[config.mk]
export PLATFORM = sky130hd
export DESIGN_NAME = sid_write_sched
export DESIGN_NICKNAME = d
export VERILOG_FILES = /design/src/rtl/sid_write_sched.sv
export SDC_FILE = /design/constraint.sdc
export NUM_CORES = 1
export LEC_CHECK = 0
export ABC_CLOCK_PERIOD_IN_PS = 3900
export CORE_ASPECT_RATIO = 0.5
export CORE_MARGIN = 5
export CORE_UTILIZATION = 68
export DETAILED_ROUTE_END_ITERATION = 6
export DONT_BUFFER_PORTS = 1
export PLACE_DENSITY = 0.85
export SYNTH_ARGS = -nofsm -noshare
export SYNTH_HDL_FRONTEND = slang
export SYNTH_SLANG_ARGS = --single-unit
[constraint.sdc]
create_clock -name clk -period 3.9 [get_ports clk]
set_input_delay 0.195 -clock clk [delete_from_list [all_inputs] [get_ports clk]]
set_output_delay 0.195 -clock clk [all_outputs]
set_load 0.02 [all_outputs]
[src/rtl/sid_write_sched.sv]
// Register-write scheduler for sid_voices: arbitrates two requesters into a small
// FIFO, issues one write strobe per clkEn period and keeps a readback shadow.
module sid_write_sched #(
  parameter int          FIFO_DEPTH = 4,
  parameter logic [4:0]  MAX_ADDR   = 5'h18
) (
  input  logic                          clk,
  input  logic                          iRstN,
  input  logic                          clkEn,
  input  logic                          iReqValid0,
  input  logic [4:0]                    iReqAddr0,
  input  logic [7:0]                    iReqData0,
  output logic                          oReqReady0,
  input  logic                          iReqValid1,
  input  logic [4:0]                    iReqAddr1,
  input  logic [7:0]                    iReqData1,
  output logic                          oReqReady1,
  input  logic                          iFlush,
  output logic                          oWE,
  output logic [4:0]                    oAddr,
  output logic [7:0]                    oData,
  input  logic [4:0]                    iRdAddr,
  output logic [7:0]                    oRdData,
  output logic [$clog2(FIFO_DEPTH):0]   oLevel,
  output logic                          oDrop,
  output logic                          oBusy
);

  localparam int PW = $clog2(FIFO_DEPTH);
  localparam int LW = PW + 1;

  typedef enum logic [1:0] {IDLE, WAIT_EN, STROBE} state_t;
  typedef struct packed {
    logic [4:0] addr;
    logic [7:0] data;
  } wr_t;

  state_t          r_state;
  logic [PW-1:0]   r_wr_ptr;
  logic [PW-1:0]   r_rd_ptr;
  logic [LW-1:0]   r_level;
  logic            r_rr;
  logic            r_drop;
  logic            r_we;
  logic [4:0]      r_addr;
  logic [7:0]      r_data;
  logic [7:0]      r_rd_data;
  wr_t             r_fifo   [FIFO_DEPTH];
  logic [7:0]      r_shadow [32];

  logic  w_full, w_block, w_grant0, w_grant1, w_accept, w_over, w_push, w_pop;
  wr_t   w_req;
  wr_t   w_head;

  // Ready depends only on occupancy, flush, the valids and the round-robin pointer.
  assign w_full   = (r_level == LW'(FIFO_DEPTH));
  assign w_block  = w_full | iFlush;
  assign w_grant0 = ~w_block & iReqValid0 & (~iReqValid1 | ~r_rr);
  assign w_grant1 = ~w_block & iReqValid1 & (~iReqValid0 |  r_rr);
  assign w_accept = w_grant0 | w_grant1;
  assign w_req    = w_grant1 ? wr_t'{addr: iReqAddr1, data: iReqData1}
                             : wr_t'{addr: iReqAddr0, data: iReqData0};
  assign w_over   = (w_req.addr > MAX_ADDR);
  assign w_push   = w_accept & ~w_over;
  assign w_pop    = (r_state == WAIT_EN) & clkEn & ~iFlush & (r_level != '0);
  assign w_head   = r_fifo[r_rd_ptr];

  assign oReqReady0 = w_grant0;
  assign oReqReady1 = w_grant1;

  // NOTE: FIFO storage is not reset; r_level guards every read, so stale entries are never seen.
  always_ff @(posedge clk) begin
    if (w_push) r_fifo[r_wr_ptr] <= w_req;
  end

  always_ff @(posedge clk or negedge iRstN) begin
    if (!iRstN) begin
      r_wr_ptr <= '0;
      r_rd_ptr <= '0;
      r_level  <= '0;
      r_rr     <= 1'b0;
      r_drop   <= 1'b0;
    end else begin
      r_drop <= w_accept & w_over;
      if (iReqValid0 & iReqValid1 & ~w_block) r_rr <= ~r_rr;
      if (iFlush) begin
        r_wr_ptr <= '0;
        r_rd_ptr <= '0;
        r_level  <= '0;
      end else begin
        if (w_push) r_wr_ptr <= r_wr_ptr + PW'(1);
        if (w_pop)  r_rd_ptr <= r_rd_ptr + PW'(1);
        r_level <= r_level + LW'(w_push) - LW'(w_pop);
      end
    end
  end

  always_ff @(posedge clk or negedge iRstN) begin
    if (!iRstN) begin
      r_state <= IDLE;
      r_we    <= 1'b0;
      r_addr  <= '0;
      r_data  <= '0;
    end else begin
      case (r_state)
        IDLE: begin
          r_we <= 1'b0;
          if (r_level != '0 && !iFlush) r_state <= WAIT_EN;
        end
        WAIT_EN: begin
          r_we <= 1'b0;
          if (iFlush) begin
            r_state <= IDLE;
          end else if (w_pop) begin
            r_addr  <= w_head.addr;
            r_data  <= w_head.data;
            r_we    <= 1'b1;
            r_state <= STROBE;
          end
        end
        STROBE: begin
          r_we    <= 1'b0;
          r_state <= (r_level != '0 && !iFlush) ? WAIT_EN : IDLE;
        end
        default: begin
          r_we    <= 1'b0;
          r_state <= IDLE;
        end
      endcase
    end
  end

  // Readback samples the shadow before this edge's write lands, so a same-cycle hit shows the old value.
  always_ff @(posedge clk or negedge iRstN) begin
    if (!iRstN) begin
      for (int i = 0; i < 32; i++) r_shadow[i] <= '0;
      r_rd_data <= '0;
    end else begin
      if (r_we) r_shadow[r_addr] <= r_data;
      r_rd_data <= r_shadow[iRdAddr];
    end
  end

  assign oWE     = r_we;
  assign oAddr   = r_addr;
  assign oData   = r_data;
  assign oRdData = r_rd_data;
  assign oLevel  = r_level;
  assign oDrop   = r_drop;
  assign oBusy   = (r_level != '0) | (r_state == STROBE);

endmodule

# After elaboration in Yosys (flattened, before gate mapping)

Memory sizes are Yosys's and may differ from the RTL's. A register that Yosys moved wholly into a read port is not among the register bits.
Cells that the tools add are included.

Word-level logic and storage cells: 110
Memories: 1
Bits in registers: 276
Output and inout bits: 29
Bits in writable memories: 52
Bits of input ports: 37

Bitwise logic cells: 24
Muxes and demuxes: 22
Reductions and logical operators: 10
Add/subtract/negate cells: 4
Order comparisons: 4
Eq/ne operators: 5

Memories:

| name   | depth | bits a word | rd ports | clocked after Yosys merged registers in | wr ports | RTL line | RTL |
|---|---|---|---|---|---|---|---|
| r_fifo | 4     | 13          | 1        | 1                                       | 1        | 48       | `wr_t r_fifo [FIFO_DEPTH];` |

Operators by type and width:

| cell                  | count |
|---|---|
| $bwmux W256           | 1 |
| $bmux W8 S5           | 1 |
| $demux W8 S5          | 1 |
| $mux W8               | 3 |
| $mux W2               | 7 |
| $mux W13              | 1 |
| $ge A6 B6 Y1 const B  | 2 |
| $not A5 Y6            | 2 |
| $and A1 B1 Y1         | 11 |
| $lt A6 B1 Y1 const B  | 1 |
| $mux W1               | 6 |
| $not A1 Y1            | 6 |
| $pmux W2 S3           | 1 |
| $gt A5 B5 Y1 const B  | 1 |
| $or A1 B1 Y1          | 5 |
| $add A2 B1 Y2 const B | 2 |
| $reduce_bool A2 Y1    | 2 |
| $add A3 B1 Y3         | 1 |
| $eq A3 B3 Y1 const B  | 1 |
| $mux W3               | 1 |
| $ne A3 B3 Y1 const B  | 1 |
| $reduce_and A3 Y1     | 1 |
| $reduce_bool A3 Y1    | 1 |
| $sub A3 B1 Y3         | 1 |
| 7 further kinds       | 9 |

# Logic depth before layout (Yosys ltp)

Depth in word-level cells: 12
Gate-level depth with buffers: 11
Mapped depth without buffers: 11

# Worst setup path after synthesis

Ideal clock, no wire load.

Path kind: register to register
Start: reg r_level[1], in the netlist oLevel[1]
End: reg r_level[2], in the netlist oLevel[2]
Stages on the path, launching flop included: 12
Path buffers: 2
Period minus slack after synthesis: 2.485 ns
Data required time: 3.779 ns
Path slack: 1.415 ns
Setup time: 0.121 ns
Data arrival time: 2.364 ns
Cells stage by stage: dfrtp_1 -> o31a_1 -> and3_1 -> buf_6 -> buf_6 -> ha_1 -> inv_1 -> ha_1 -> inv_1 -> fa_1 -> xnor2_1 -> nor2_1

Longest elaborated chain between the ends: 12
Elaborated cells between the ends (all ways): 17
Classes of those cells: add/sub: 2; order compare: 1; eq/ne: 1; mux: 2; bitwise: 10; reduce/logical: 1

Ends and longest elaborated chain:

| element                     | RTL line | RTL |
|---|---|---|
| start, declared             | 41       | `logic [LW-1:0] r_level;` |
| start signal, assigned      | 93       | `r_level <= r_level + LW'(w_push) - LW'(w_pop);` |
| $eq A3 B3 Y1                | 56       | `assign w_full = (r_level == LW'(FIFO_DEPTH));` |
| $or A1 B1 Y1                | 57       | `assign w_block = w_full \| iFlush;` |
| $not A1 Y1                  | 58, 59   |  |
| $and A1 B1 Y1 (2 in series) | 59       | `assign w_grant1 = ~w_block & iReqValid1 & (~iReqValid0 \| r_rr);` |
| $mux W13                    | 61       | `assign w_req = w_grant1 ? wr_t'{addr: iReqAddr1, data: iReqData1}` |
| $gt A5 B5 Y1                | 63       | `assign w_over = (w_req.addr > MAX_ADDR);` |
| $not A1 Y1                  | 64       | `assign w_push = w_accept & ~w_over;` |
| $and A1 B1 Y1               | 64       |  |
| $add A3 B1 Y3               | 93       |  |
| $sub A3 B1 Y3 (*)           | 93       |  |
| $mux W3 (*)                 | 86       | `if (iFlush) begin` |

Mark *: on every way between the ends. The rest lies on a longest branch, timed or not.
A chain may end at the register's enable or synchronous reset.

==> impl_results.md <==
- Worst setup SP type: flip-flop
- Leakage: 7.86 nW
- RSZ-0062 raised after global routing: no
- Drt first pass iters: 6
- Critical Path Fanout Max: 14
- Peak VDD IR: 0.547 mV
- Worst slew margin: 0.328
- Number of synthesized flops with an enable pin: 52
- Largest net degree at the start of global routing: 290
- Total power: 7.97 mW
- DP Cell Count: 1169
- Most common cell in the synthesized netlist: dfrtp_1
- Async SR Flop Fraction: 0.848
- Initial Util: 0.699
- Post-synthesis register bit count: 341
- CTS Buf Count: 29
- Max_cap viols: 0
- CP endpoint kind: flip-flop
- CTS Hold Buffers Added: 30
- CP Class: reg -> reg
- Post-Route Setup TNS: 0 ps
- CTS HTree Levels: 1
- CTS tree: done
- Tmin final: 3090 ps
- Via count: 8370
- Vias in the first global route: 9051
- Max Slew Vio Count: 0
- Mapped Avg Cell Area: 16.6 µm²
- Seq/Total Area, Yosys: 0.575
- Top FF cell, synth: dfrtp_1
- All-layer global routing usage: 0.266
- Most frequent cells after synthesis: 289 x dfrtp_1, 259 x mux2_2, 77 x mux4_2
- GRT overflow: 0
- Tcrit/Tclk final: 0.792
- Residual DRC: 0
- Root Driver: clkbuf_16
- Fmax: 0.324 GHz
- Die Ht: 116 µm
- Die Area: 0.0257 mm²
- DIE WIDTH: 222 µm
- Post-cts repair resize count: 0
- Postcts setup bufs: 0
- Unique cell type count in the Yosys netlist: 51
- CTS clk-pin slew, worst paths: 70 ps
- Crit path DAT: 3380 ps
- Slew @ Worst Pin: 995 ps
- Status: complete, but fails checks
- PwrDens: 479 mW/mm²
- RD Place Congestion: 0.789
- Clock sinks: 341
- Vias per cell: 6.68
- Drt wl/cell: 26.1 µm
- Row count: 38
- Hold Path Class: in -> async
- Worst slack, placed: 1370 ps
- Setup ws final: 813 ps
- Final Hold Vio Count: 289
- DP HPWL: 19.5 mm
- Synthesized instance count: 919
- Post-Layout Inst Area: 0.0167 mm²
- First-pass GRT wire length: 53.0 mm
- Initial drt markers: 664
- Clock Latency Late Sink: 570 ps
- Final wirelength: 32.7 mm
- Initial antenna violation count: 0
- CP required: 4190 ps
- Largest area contributor in the netlist: dfrtp_1
- Synth area leaders: dfrtp_1 47%, mux2_2 19%, mux4_2 11%, edfxtp_1 10%, o22ai_1 1.3%
- PortBufs: 0
- Mapped Area: 0.0153 mm²
- Worst hold margin: -677 ps
- Setup violators final: 0
- Post-synthesis to final-layout area growth: 8.97%
- Share of cells above drive strength 1: 0.461
- Final #Nets: 974
- Clock Skew: 28.5 ps
- Syn_nets: 963
- Synth top area share: 0.473
- Ports: 66
- Core box area: 0.0219 mm²
- DRT antenna net count: 0
- Failing checks: hold timing
- Clock buffer depth: 3
- Reg area: 0.00879 mm²
- Placed inst area: 0.0154 mm²
- Post-route insts no fill: 1253
- Number of fill cells: 1236
- Multi-input gate area: 0.00614 mm²
- Antenna Cells: 0
- Synth Warn #: 0
through the flow:
step / util / hold WS [ps]
global route: 0.761 / -710
finish: 0.761 / -677
floorplan: - / -101
CTS: 0.761 / -696
detailed placement: 0.704 / -94.8
global placement: 0.704 / -94.4
cell type report:
class	instances	share of cell area
Timing Repair Buffer	39	0.0221
Inverter	6	0.00135
Clock buffer	38	0.0492
Sequential cell	341	0.528
Clock inverter	16	0.00797
Tap cell	300	0.0225
Multi-Input combinational cell	513	0.369
registers in the layout (all words and copies together) (netlist names):
register  count
r_shadow    256
r_fifo       52
oData         8
oRdData       8
oAddr         5
oLevel        3
r_rd_ptr      2
r_state       2
r_wr_ptr      2
oDrop         1
oWE           1
r_rr          1
per-layer routing:
metal	global-route usage	wire, µm	share of wire
met1	0.375	13600	0.42
met2	0.439	15900	0.49
met3	0.0554	2300	0.070
met4	0.0685	850	0.026
met5	0	0	0
path summary, 6_finish.rpt:
| check | startpoint | end | slack, ps | depth (start not counted) |
|---|---|---|---|---|
| min | iRstN | r_wr_ptr[0] | -680 | 0 |
| max | oLevel[1] | r_fifo[0][10] | 810 | 5 |
| max reg2reg | oLevel[1] | r_fifo[0][10] | 810 | 5 |
| min reg2reg | r_shadow[25] | r_shadow[25] | 490 | 1 |
| min in group clk | iReqValid1 | r_wr_ptr[1] | 90 | 3 |
| max in group asynchronous | iRstN | r_shadow[204] | 3890 | 0 |
report_power, final:
| part | switching [mW] | total [mW] | internal (mW) |
|---|---|---|---|
| combinational | 0.627 | 1.01 | 0.379 |
| sequential | 0.273 | 4.07 | 3.80 |
| clock | 1.29 | 2.90 | 1.61 |
| total | 2.19 | 7.97 | 5.79 |
cell usage in the layout (no fill, tap or decap), types with 2 or more instances in the layout:
cell / synthesis / final
mux2_2: 259 / 259
clkinv_1: 0 / 4
and3_1: 9 / 9
clkbuf_1: 31 / 3
o22ai_1: 32 / 32
clkinv_2: 0 / 8
a21oi_1: 3 / 3
nand3b_1: 4 / 4
mux4_2: 77 / 77
nand3b_4: 3 / 3
mux2_1: 15 / 15
buf_4: 8 / 9
nor4_1: 8 / 8
xnor2_1: 2 / 2
dlygate4sd3_1: 0 / 30
inv_1: 6 / 6
edfxtp_1: 52 / 52
nor2_8: 8 / 8
o21ai_0: 2 / 2
nor3b_4: 3 / 3
nor2_1: 14 / 14
mux2_4: 8 / 8
inv_6: 0 / 2
bufinv_16: 0 / 2
nor2_2: 9 / 9
nand3_1: 4 / 4
xor2_1: 3 / 3
ha_1: 6 / 6
or3b_2: 2 / 2
clkbuf_16: 0 / 29
nand2_1: 10 / 10
o311ai_0: 2 / 2
dfrtp_1: 289 / 289
clkbuf_8: 0 / 6
nand2_2: 11 / 11
critical path, cell delays in order, from the launching register on:
cell and delay [ps]:
dfrtp_1 580, nor2_1 130, a21o_1 260, nor2_2 770, mux2_2 430, dlygate4sd3_1 630
cells by family (layout without fill, tap and decap cells):
group	count (synthesis)	count (layout)	share of synthesized area
xor gates and xnor gates	5	5	0.00287
DFF	341	341	0.575
muxes	359	359	0.323
buffers and inverters	65	99	0.0227
and+or+nand+nor	96	96	0.0497
adders and majority gates	7	7	0.00622
AOI/OAI and AO/OA	46	46	0.0197
(Power assumes the default switching activity.)
